===== config.mk =====
export PLATFORM = sky130hd
export DESIGN_NAME = memory_arbiter
export DESIGN_NICKNAME = d
export VERILOG_FILES = /design/src/rtl/memory_pkg.sv /design/src/rtl/memory_arbiter.sv
export SDC_FILE = /design/constraint.sdc
export NUM_CORES = 1
export LEC_CHECK = 0
export ABC_AREA = 1
export BUFFER_PORTS_ARGS = -buffer_cell sky130_fd_sc_hd__buf_2
export CORE_UTILIZATION = 55
export DETAILED_ROUTE_END_ITERATION = 12
export GPL_TIMING_DRIVEN = 0
export PLACE_DENSITY_LB_ADDON = 0.15
export SETUP_SLACK_MARGIN = 0.1
export SYNTH_ARGS = -nofsm -noshare
export SYNTH_HDL_FRONTEND = slang
export SYNTH_SLANG_ARGS = --single-unit
export TNS_END_PERCENT = 20

===== constraint.sdc =====
create_clock -name clockIn -period 3.4 [get_ports clockIn]
set_clock_uncertainty 0.05 [all_clocks]
set_input_delay 0.34 -clock clockIn [delete_from_list [all_inputs] [get_ports clockIn]]
set_output_delay 0.34 -clock clockIn [all_outputs]
set_load 0.1 [all_outputs]

===== src/rtl/memory_pkg.sv =====
// Shared constants for the memory arbiter: FSM state encoding, data access
// types, the IO address decode value and a byte-count helper.
package memory_pkg;

  // FSM state encoding
  localparam logic [1:0] ST_IDLE   = 2'd0;
  localparam logic [1:0] ST_IFETCH = 2'd1;
  localparam logic [1:0] ST_DREAD  = 2'd2;
  localparam logic [1:0] ST_DWRITE = 2'd3;

  // accessType encoding
  localparam logic [1:0] ACC_NONE = 2'b00;
  localparam logic [1:0] ACC_BYTE = 2'b01;
  localparam logic [1:0] ACC_HALF = 2'b10;
  localparam logic [1:0] ACC_WORD = 2'b11;

  // Value of the two-bit decode field that marks an IO address
  localparam logic [1:0] IO_DECODE = 2'b11;

  // Number of bytes moved for a data access type (word for anything else)
  function automatic logic [2:0] byte_count(input logic [1:0] acc);
    case (acc)
      ACC_BYTE: byte_count = 3'd1;
      ACC_HALF: byte_count = 3'd2;
      default:  byte_count = 3'd4;
    endcase
  endfunction

endpackage


===== src/rtl/memory_arbiter.sv =====
// Byte-wide memory arbiter: serialises instruction fetches and data
// loads/stores onto an 8-bit RAM port. Data requests are buffered in a
// single pending slot and always win over fetches.
module memory_arbiter
  import memory_pkg::*;
#(
  parameter int ADDR_WIDTH = 32,
  parameter int IO_SEL_HI  = 17
) (
  input  logic                  clockIn,
  input  logic                  resetIn,
  input  logic                  clearIn,
  input  logic [7:0]            memIn,
  output logic [7:0]            memOut,
  output logic [ADDR_WIDTH-1:0] memAddr,
  output logic                  memWrite,
  input  logic                  ioBufferFull,
  input  logic                  instrReq,
  input  logic [ADDR_WIDTH-1:0] instrAddr,
  output logic                  instrValid,
  output logic [31:0]           instrOut,
  input  logic [1:0]            accessType,
  input  logic                  readWriteIn,
  input  logic [ADDR_WIDTH-1:0] dataAddr,
  input  logic [31:0]           dataWrite,
  output logic                  dataValid,
  output logic [31:0]           dataRead,
  output logic                  dataWriteSuc
);

  // Transaction registers
  logic [1:0]            state_q,  state_d;
  logic [ADDR_WIDTH-1:0] base_q,   base_d;
  logic [31:0]           wdata_q,  wdata_d;
  logic [2:0]            nbytes_q, nbytes_d;
  logic [2:0]            cnt_q,    cnt_d;
  logic [31:0]           shift_q,  shift_d;

  // Pending data request slot
  logic                  pend_valid_q, pend_valid_d;
  logic [1:0]            pend_acc_q,   pend_acc_d;
  logic                  pend_read_q,  pend_read_d;
  logic [ADDR_WIDTH-1:0] pend_addr_q,  pend_addr_d;
  logic [31:0]           pend_wdata_q, pend_wdata_d;

  // Registered result outputs
  logic                  instr_valid_q, instr_valid_d;
  logic [31:0]           instr_out_q,   instr_out_d;
  logic                  data_valid_q,  data_valid_d;
  logic [31:0]           data_read_q,   data_read_d;
  logic                  wsuc_q,        wsuc_d;

  logic [ADDR_WIDTH-1:0] byte_addr;
  logic                  io_stall;
  logic                  busy;
  logic [31:0]           assembled;
  logic [5:0]            align_sh;

  assign byte_addr = base_q + ADDR_WIDTH'(cnt_q);
  assign busy      = (state_q != ST_IDLE);

  // A store to an IO address waits on the IO sink; the byte index holds.
  assign io_stall  = (state_q == ST_DWRITE)
                   && (byte_addr[IO_SEL_HI -: 2] == IO_DECODE)
                   && ioBufferFull;

  // Incoming byte lands at the top; earlier bytes shift toward bit 0.
  assign assembled = {memIn, shift_q[31:8]};
  // Right-align short loads so the result is zero-extended.
  assign align_sh  = {3'(3'd4 - nbytes_q), 3'b000};

  // RAM port driven only while a byte address is being issued
  always_comb begin
    memAddr  = '0;
    memOut   = 8'h00;
    memWrite = 1'b0;
    if (busy && (cnt_q < nbytes_q)) begin
      memAddr = byte_addr;
    end
    if (state_q == ST_DWRITE) begin
      memOut   = wdata_q[{cnt_q[1:0], 3'b000} +: 8];
      memWrite = !io_stall;
    end
  end

  assign instrValid   = instr_valid_q;
  assign instrOut     = instr_out_q;
  assign dataValid    = data_valid_q;
  assign dataRead     = data_read_q;
  assign dataWriteSuc = wsuc_q;

  // Next-state: pending slot update, FSM transitions, byte sequencing
  always_comb begin
    // NOTE: every _d is given its hold value first, so no branch can leave
    // a signal unassigned and infer a latch.
    state_d       = state_q;
    base_d        = base_q;
    wdata_d       = wdata_q;
    nbytes_d      = nbytes_q;
    cnt_d         = cnt_q;
    shift_d       = shift_q;
    pend_valid_d  = pend_valid_q;
    pend_acc_d    = pend_acc_q;
    pend_read_d   = pend_read_q;
    pend_addr_d   = pend_addr_q;
    pend_wdata_d  = pend_wdata_q;
    instr_valid_d = 1'b0;
    instr_out_d   = instr_out_q;
    data_valid_d  = 1'b0;
    data_read_d   = data_read_q;
    wsuc_d        = 1'b0;

    // A flush kills a buffered load; buffered stores survive it.
    if (clearIn && pend_read_q) begin
      pend_valid_d = 1'b0;
    end
    if ((accessType != ACC_NONE) && !(clearIn && readWriteIn)) begin
      pend_valid_d = 1'b1;
      pend_acc_d   = accessType;
      pend_read_d  = readWriteIn;
      pend_addr_d  = dataAddr;
      pend_wdata_d = dataWrite;
    end

    case (state_q)
      ST_IDLE: begin
        // Looking at the updated slot lets a request arriving this very
        // cycle start at once, ahead of a simultaneous fetch.
        if (pend_valid_d) begin
          pend_valid_d = 1'b0;
          base_d       = pend_addr_d;
          wdata_d      = pend_wdata_d;
          nbytes_d     = byte_count(pend_acc_d);
          cnt_d        = 3'd0;
          shift_d      = 32'h0;
          state_d      = pend_read_d ? ST_DREAD : ST_DWRITE;
        end else if (instrReq && !clearIn && !instr_valid_q) begin
          // instrReq is still high in the cycle instrValid pulses; ignoring
          // it then avoids refetching the word just delivered.
          base_d   = instrAddr;
          nbytes_d = 3'd4;
          cnt_d    = 3'd0;
          shift_d  = 32'h0;
          state_d  = ST_IFETCH;
        end
      end

      ST_IFETCH, ST_DREAD: begin
        if (clearIn) begin
          state_d = ST_IDLE;
        end else begin
          // memIn carries byte cnt-1, addressed in the previous cycle.
          if (cnt_q != 3'd0) begin
            shift_d = assembled;
          end
          if (cnt_q == nbytes_q) begin
            state_d = ST_IDLE;
            if (state_q == ST_IFETCH) begin
              instr_valid_d = 1'b1;
              instr_out_d   = assembled;
            end else begin
              data_valid_d = 1'b1;
              data_read_d  = assembled >> align_sh;
            end
          end else begin
            cnt_d = cnt_q + 3'd1;
          end
        end
      end

      ST_DWRITE: begin
        if (!io_stall) begin
          if (cnt_q == 3'(nbytes_q - 3'd1)) begin
            state_d = ST_IDLE;
            wsuc_d  = 1'b1;
          end else begin
            cnt_d = cnt_q + 3'd1;
          end
        end
      end

      default: state_d = ST_IDLE;
    endcase
  end

  // State registers with synchronous active-low reset
  always_ff @(posedge clockIn) begin
    // NOTE: non-blocking assignments so every register samples the
    // pre-edge values regardless of statement order.
    if (!resetIn) begin
      state_q       <= ST_IDLE;
      base_q        <= '0;
      wdata_q       <= 32'h0;
      nbytes_q      <= 3'd0;
      cnt_q         <= 3'd0;
      shift_q       <= 32'h0;
      pend_valid_q  <= 1'b0;
      pend_acc_q    <= ACC_NONE;
      pend_read_q   <= 1'b0;
      pend_addr_q   <= '0;
      pend_wdata_q  <= 32'h0;
      instr_valid_q <= 1'b0;
      instr_out_q   <= 32'h0;
      data_valid_q  <= 1'b0;
      data_read_q   <= 32'h0;
      wsuc_q        <= 1'b0;
    end else begin
      state_q       <= state_d;
      base_q        <= base_d;
      wdata_q       <= wdata_d;
      nbytes_q      <= nbytes_d;
      cnt_q         <= cnt_d;
      shift_q       <= shift_d;
      pend_valid_q  <= pend_valid_d;
      pend_acc_q    <= pend_acc_d;
      pend_read_q   <= pend_read_d;
      pend_addr_q   <= pend_addr_d;
      pend_wdata_q  <= pend_wdata_d;
      instr_valid_q <= instr_valid_d;
      instr_out_q   <= instr_out_d;
      data_valid_q  <= data_valid_d;
      data_read_q   <= data_read_d;
      wsuc_q        <= wsuc_d;
    end
  end

endmodule


==> results of run 1 <==
==> worst min path at each step <==
stage          slack, ns           from                to  cells past startpoint
6_report            0.02    dataAddr[9]    pend_addr_q[9]                      3
5_1_grt             0.03    dataAddr[6]    pend_addr_q[6]                      3
2_1_floorplan       0.39    nbytes_q[1]       nbytes_q[1]                      2
3_5_place_dp        0.42    nbytes_q[1]       nbytes_q[1]                      2
3_3_place_gp        0.40    nbytes_q[1]       nbytes_q[1]                      2
4_1_cts             0.02  dataWrite[16]  pend_wdata_q[16]                      3
==> critical path: stages (launching register included) <==
cell and delay (ns):
sky130_fd_sc_hd__dfxtp_2 0.35, sky130_fd_sc_hd__buf_2 0.18, sky130_fd_sc_hd__inv_2 0.12, sky130_fd_sc_hd__clkbuf_4 0.22, sky130_fd_sc_hd__ha_1 0.16, sky130_fd_sc_hd__nor2_1 0.07
sky130_fd_sc_hd__nor4_4 0.20, sky130_fd_sc_hd__buf_4 0.18, sky130_fd_sc_hd__buf_4 0.18, sky130_fd_sc_hd__o21ai_0 0.09, sky130_fd_sc_hd__a21oi_1 0.18, sky130_fd_sc_hd__buf_4 0.33
==> state kept, by name (all words and copies together), names as in the netlist <==
register / flops
cnt_q: 3
pend_read_q: 1
wdata_q: 32
instrOut: 32
pend_valid_q: 1
pend_wdata_q: 32
nbytes_q: 3
pend_acc_q: 2
state_q: 2
base_q: 32
pend_addr_q: 32
dataRead: 32
shift_q: 24
instrValid: 1
dataValid: 1
dataWriteSuc: 1
==> per-layer routing <==
metal	vias to the layer above	GRT usage (%)	share of wire [%]
li1	5069	-	-
met1	4836	45.8	44
met2	473	54.5	46
met3	64	4.47	7.7
met4	0	9.65	2.5
met5	-	0	0
==> power by group <==
part           switching, µW  internal (µW)  total [µW]
sequential               400           3210        3610
combinational           3160           1150        4310
clock                   1130           1570        2690
==> per-stage QoR <==
step                      cells  hold WS, ns  TNS (ns)
after detailed placement   1784        0.416     -6.02
after CTS                  1836       0.0164         0
after global routing       1836       0.0266         0
after floorplan            1337        0.390     -3.52
final                      1836       0.0212         0
after global placement     1784        0.398     -4.99
==> cell type report <==
class	count	share of cell area [%]
multi-input combinational	917	39.7
sequential	231	35.8
timing repair buffer	224	9.81
clock buffer	35	5.60
buffer	91	3.22
inverter	98	2.88
tap	229	2.22
clock inverter	11	0.736
==> logic make-up (layout without fill, tap and decap cells) <==
kind of cell	after synthesis	in the layout
buffers and inverters	189	459
DFF	231	231
muxes	65	65
adders and majority gates	16	16
xor gates and xnor gates	10	10
AOI/OAI and AO/OA	348	348
and+or+nand+nor	478	478
==> layout by cell type, fill, tap and decap left out, types with 13 or more instances in the layout <==
cell and n:
sky130_fd_sc_hd__a211oi_1 109, sky130_fd_sc_hd__a21oi_1 132, sky130_fd_sc_hd__buf_2 209, sky130_fd_sc_hd__buf_4 31
sky130_fd_sc_hd__clkbuf_1 58, sky130_fd_sc_hd__clkbuf_16 25, sky130_fd_sc_hd__dfxtp_1 229, sky130_fd_sc_hd__ha_1 13
sky130_fd_sc_hd__inv_1 87, sky130_fd_sc_hd__mux2i_1 65, sky130_fd_sc_hd__nand2_1 113, sky130_fd_sc_hd__nand3_1 23
sky130_fd_sc_hd__nor2_1 269, sky130_fd_sc_hd__nor3_1 25, sky130_fd_sc_hd__nor4_1 13, sky130_fd_sc_hd__o21ai_0 93
==> repair_timing <==
| item | 4_1_cts | 5_1_grt |
|---|---|---|
| resized for setup | 49 | 42 |
| buffers inserted | 6 | 0 |
| pin swaps | 2 | 0 |
| endpoints found under the setup margin | 33 | 37 |
==> metrics.csv, run 1 <==
metric,value,unit
most instantiated library cell after synthesis,sky130_fd_sc_hd__nor2_1,
Die Y-Extent,139,µm
largest driver fanout on the critical path,11,
fin util,71.0,%
CP required,3.01,ns
floorplan core area,0.0182,mm²
Pre-antenna DRT Iters,9,
detailed-route wire length,32.7,mm
compound-gate portion of the synthesized area,19.7,%
number of antenna repair diodes,0,
number of enable flip-flop cells after synthesis,0,
number of instances in the synthesized netlist,1337,
ranking of synthesized cells by area,"sky130_fd_sc_hd__dfxtp_1 45%, sky130_fd_sc_hd__nor2_1 9.9%, sky130_fd_sc_hd__a211oi_1 8.0%, sky130_fd_sc_hd__a21oi_1 6.5%, sky130_fd_sc_hd__mux2i_1 6.3%",
fraction of synthesized cell area in xor and xnor cells,0.845,%
time the final worst path needs with I/O delays and setup,3.19,ns
simple-gate share of the synthesized area,19.1,%
Leak Pwr,0.00559,µW
detailed-route via count,10400,
RR Endpoint,dataRead[10],
x dimension of the die,139,µm
DR vias/cell,5.69,
Sequential Area,0.00463,mm²
Final setup viols,0,
number of I/O pins,220,
count of endpoints failing hold in the final timing report,0,
antenna violations before repair,0,
Power Dens Cells,821,mW/mm²
post-CTS clock slew at the launch and capture registers of the worst setup and hold paths,0.06,ns
share of synthesized registers carrying an async set or reset,0,%
main flop type after synthesis,sky130_fd_sc_hd__dfxtp_1,
# rows,49,
portion of synthesized cell area occupied by the leading cell type,44.6,%
Syn Nets,1465,
layout overhead on the synthesized area,24.7,%
final count of pins violating max slew,0,
clock tree root buffer cell,sky130_fd_sc_hd__clkbuf_16,
die footprint,0.0194,mm²
syn avg cell area,7.75,µm²
failing checks,design-rule violations,
Inserted Clock Buffers,25,
biggest area consumer among synthesized cells,sky130_fd_sc_hd__dfxtp_1,
synthesized flop and latch total,231,
Max Buffers Root-to-Sink,3,
area of the multi-input gates,0.00513,mm²
count of fill cells added during filler insertion,1554,
Reg-to-Reg Start,cnt_q[0],
CTS tree,done,
type of the worst min-delay path,input pin to flop,
Critical Path Source Type,flop,
placer's final routability congestion estimate,0.953,
number of global-route vias before repair,9704,
Final period util,93.8,%
instance area after placement,0.0118,mm²
first-pass GRT wire length,51.6,mm
"Hold-fix buffers, CTS",0,
setup slack on the worst flop-to-flop path,0.46,ns
HPWL after detailed placement,24.5,mm
ratio of cells with drive above 1 in the final layout,21.3,%
Critical path destination,memAddr[24],
wire length per cell,17.8,µm
distinct cell type count of the synthesized netlist,35,
share of cell area taken by muxes after synthesis,6.28,%
finished layout cell area,0.0129,mm²
highest clock rate,0.313,GHz
number of I/O port buffers,218,
run status,"complete, but fails checks",
sequential share of the synthesized area,44.6,%
CTS sink count,231,
Netlist Area Pre-Place,0.0104,mm²
# Max-Cap Violations,0,
Total Power,10600,µW
most instantiated cells after synthesis,"273 x sky130_fd_sc_hd__nor2_1, 231 x sky130_fd_sc_hd__dfxtp_1, 135 x sky130_fd_sc_hd__a21oi_1",
final net count,1716,
DRT antenna net count,0,
overflow left after global routing,0,
pin slew with the least headroom to its limit,0.787,ns
type of the worst setup path,flop to output port,
insertion delay to the later sink of the worst-skew pair,0.53,ns
final worst slack,0.210,ns
number of design rule violations left after detail routing,15,
critical path arrival,2.80,ns
worst reg2reg path depth,13,
"worst slack, placed",-0.530,ns
all-layer global routing usage,33.3,%
main combinational cell family by area after synthesis,compound AO/OA/AOI/OAI gates,
number of DRC markers in iteration 0,792,
H-tree levels,1,
Rel. slew slack,47.5,%
Setup crit end kind,output port,
starting utilization of the core area,56.9,%
worst setup path startpoint,cnt_q[0],
RSZ-0062 raised after global routing,true,
largest net degree at the start of global routing,15,
IR Drop Worst-Case VDD,0.585,mV
"Warnings, synthesis",0,
adder-cell share of the synthesized area,2.00,%
Power figures use the tool's default switching activity.
==> inputs of run 2 (changes only) <==
--- a/config.mk
+++ b/config.mk
@@ -7,7 +7,9 @@
 export LEC_CHECK = 0
 export ABC_AREA = 1
 export BUFFER_PORTS_ARGS = -buffer_cell sky130_fd_sc_hd__buf_2
-export CORE_UTILIZATION = 55
+export CELL_PAD_IN_SITES_DETAIL_PLACEMENT = 1
+export CELL_PAD_IN_SITES_GLOBAL_PLACEMENT = 1
+export CORE_UTILIZATION = 40
 export DETAILED_ROUTE_END_ITERATION = 12
 export GPL_TIMING_DRIVEN = 0
 export PLACE_DENSITY_LB_ADDON = 0.15
==> metrics.csv, run 2 (same netlist as run 1, synthesis figures left out) <==
metric,value,unit,change
final count of pins violating max slew,0,,unchanged
hold slack final,0.00939,ns,was 0.0212 ns
antenna violations before repair,0,,unchanged
Cells on Worst Hold Path,3,,unchanged
Power Dens Cells,823,mW/mm²,was 821 mW/mm²
HPWL after detailed placement,28.3,mm,was 24.5 mm
number of I/O pins,220,,unchanged
floorplan core area,0.0253,mm²,was 0.0182 mm²
number of DRC markers in iteration 0,553,,was 792
x dimension of the die,163,µm,was 139 µm
type of the worst min-delay path,input pin to flop,,unchanged
CTS sink count,231,,unchanged
# Max-Cap Violations,0,,unchanged
final non-filler cell total,1940,,was 1836
number of I/O port buffers,218,,unchanged
# rows,58,,was 49
Setup crit end kind,output port,,unchanged
overflow left after global routing,0,,unchanged
run status,finished clean,,"was complete, but fails checks"
most used cells in the layout excluding fill and tap cells,"267 x sky130_fd_sc_hd__nor2_1, 229 x sky130_fd_sc_hd__dfxtp_1, 207 x sky130_fd_sc_hd__buf_2",,"was 269 x sky130_fd_sc_hd__nor2_1, 229 x sky130_fd_sc_hd__dfxtp_1, 209 x sky130_fd_sc_hd__buf_2"
post-CTS clock slew at the launch and capture registers of the worst setup and hold paths,0.06,ns,about the same
count of endpoints failing hold in the final timing report,0,,unchanged
CTS tree,done,,unchanged
placer's final routability congestion estimate,0.926,,was 0.953
Max Buffers Root-to-Sink,3,,unchanged
number of antenna repair diodes,0,,unchanged
largest net degree at the start of global routing,13,,was 15
count of fill cells added during filler insertion,3195,,was 1554
number of global-route vias before repair,10600,,was 9704
final net count,1718,,was 1716
all-layer global routing usage,28.1,%,was 33.3%
dpl cells,1885,,was 1784
largest driver fanout on the critical path,5,,was 11
Final period util,93.7,%,was 93.8%
Final setup viols,0,,unchanged
Rel. slew slack,40.2,%,was 47.5%
DR vias/cell,5.38,,was 5.69
fin util,51.9,%,was 71.0%
RSZ-0062 raised after global routing,true,,unchanged
Inserted Clock Buffers,26,,was 25
Total Power,10800,µW,was 10600 µW
critical path arrival,2.80,ns,about the same
pin slew with the least headroom to its limit,0.898,ns,was 0.787 ns
ratio of cells with drive above 1 in the final layout,21.6,%,was 21.3%
highest clock rate,0.314,GHz,was 0.313 GHz
die footprint,0.0266,mm²,was 0.0194 mm²
"most common cell after layout, fill and taps aside",sky130_fd_sc_hd__nor2_1,,unchanged
worst reg2reg path depth,12,,was 13
starting utilization of the core area,40.9,%,was 56.9%
Die Y-Extent,163,µm,was 139 µm
Pre-antenna DRT Iters,4,,was 9
met2 GRT Util,47.0,%,was 54.5%
DRT antenna net count,0,,unchanged
time the final worst path needs with I/O delays and setup,3.19,ns,about the same
clock tree root buffer cell,sky130_fd_sc_hd__clkbuf_16,,unchanged
detailed-route via count,10400,,about the same
detailed-route wire length,37.7,mm,was 32.7 mm
CP required,3.01,ns,about the same
met1 track utilization from global routing,37.7,%,was 45.8%
Leak Pwr,0.00562,µW,was 0.00559 µW
type of the worst setup path,flop to output port,,unchanged
IR Drop Worst-Case VDD,0.516,mV,was 0.585 mV
insertion delay to the later sink of the worst-skew pair,0.53,ns,about the same
Critical Path Source Type,flop,,unchanged
H-tree levels,1,,unchanged
wire length per cell,19.4,µm,was 17.8 µm
first-pass GRT wire length,58.1,mm,was 51.6 mm
layout overhead on the synthesized area,26.8,%,was 24.7%
met3 track utilization from global routing,4.25,%,was 4.47%
layer with the highest usage after global routing,met2,,unchanged
number of design rule violations left after detail routing,0,,was 15
[run 2: cell count changes in the layout (fill, tap and decap cells not counted), sizes merged]
cell and change:
buf +1, bufinv -1, clkbuf +6, clkinv -2, clkinvlp -2, dlygate4sd3 +2
inv -1
[run 2: timing repair]
item	in CTS	in global routing
hold buffers	2	0
setup buffers	5	0
endpoints found under the hold margin	2	0
setup endpoints to repair	37	46
gates resized for setup	75	27
pin swaps	3	1
[run 2: final cells by class]
| class | instances | area [µm²] | area share [%] |
|---|---|---|---|
| Buffer | 91 | 425 | 3.24 |
| Clock buffer | 43 | 816 | 6.21 |
| Clock inverter | 5 | 31.3 | 0.238 |
| Multi-Input combinational cell | 917 | 5150 | 39.2 |
| Timing Repair Buffer | 225 | 1310 | 9.97 |
| Sequential cell | 231 | 4630 | 35.2 |
| Inverter | 98 | 374 | 2.85 |
| Tap cell | 330 | 413 | 3.14 |
[run 2: critical path, stage by stage, from the launching register on]
cell and delay [ns]:
sky130_fd_sc_hd__dfxtp_1 0.39, sky130_fd_sc_hd__nand2_1 0.15, sky130_fd_sc_hd__nor2_1 0.31, sky130_fd_sc_hd__nand3_1 0.17, sky130_fd_sc_hd__nand2_2 0.18, sky130_fd_sc_hd__nand4_1 0.24
sky130_fd_sc_hd__nor2_2 0.24, sky130_fd_sc_hd__a21oi_1 0.13, sky130_fd_sc_hd__nor3_4 0.20, sky130_fd_sc_hd__buf_6 0.25
[run 2: stage by stage]
| step | cell area (µm²) | worst slack (ns) | setup TNS, ns |
|---|---|---|---|
| finish | 13100 | 0.214 | 0 |
| global placement | 11900 | -0.639 | -10.21 |
| floorplan | 10400 | -0.662 | -3.52 |
| CTS | 13100 | 0.103 | 0 |
| global route | 13100 | 0.0567 | 0 |
| detailed placement | 11900 | -0.659 | -11.31 |
[run 2: layer usage]
metal	vias to the layer above	part of all wire (%)	routed length, µm
li1	5055	-	-
met4	0	2.5	954
met2	329	46	17300
met5	-	0	0
met3	69	6.5	2440
met1	4978	45	17000
[run 2: power breakdown]
part | internal (µW) | total [µW] | switching [µW]
clock network | 1630 | 2790 | 1160
registers | 3210 | 3610 | 400
logic | 1160 | 4420 | 3250
total | 6000 | 10800 | 4810
[run 2: worst paths after layout]
check	from	end	slack [ns]
worst max-delay path	base_q[8]	memAddr[27]	0.21
worst min-delay path	dataAddr[13]	pend_addr_q[13]	0.009
worst min register to register	nbytes_q[1]	nbytes_q[1]	0.43
worst max register to register	nbytes_q[0]	cnt_q[0]	0.45
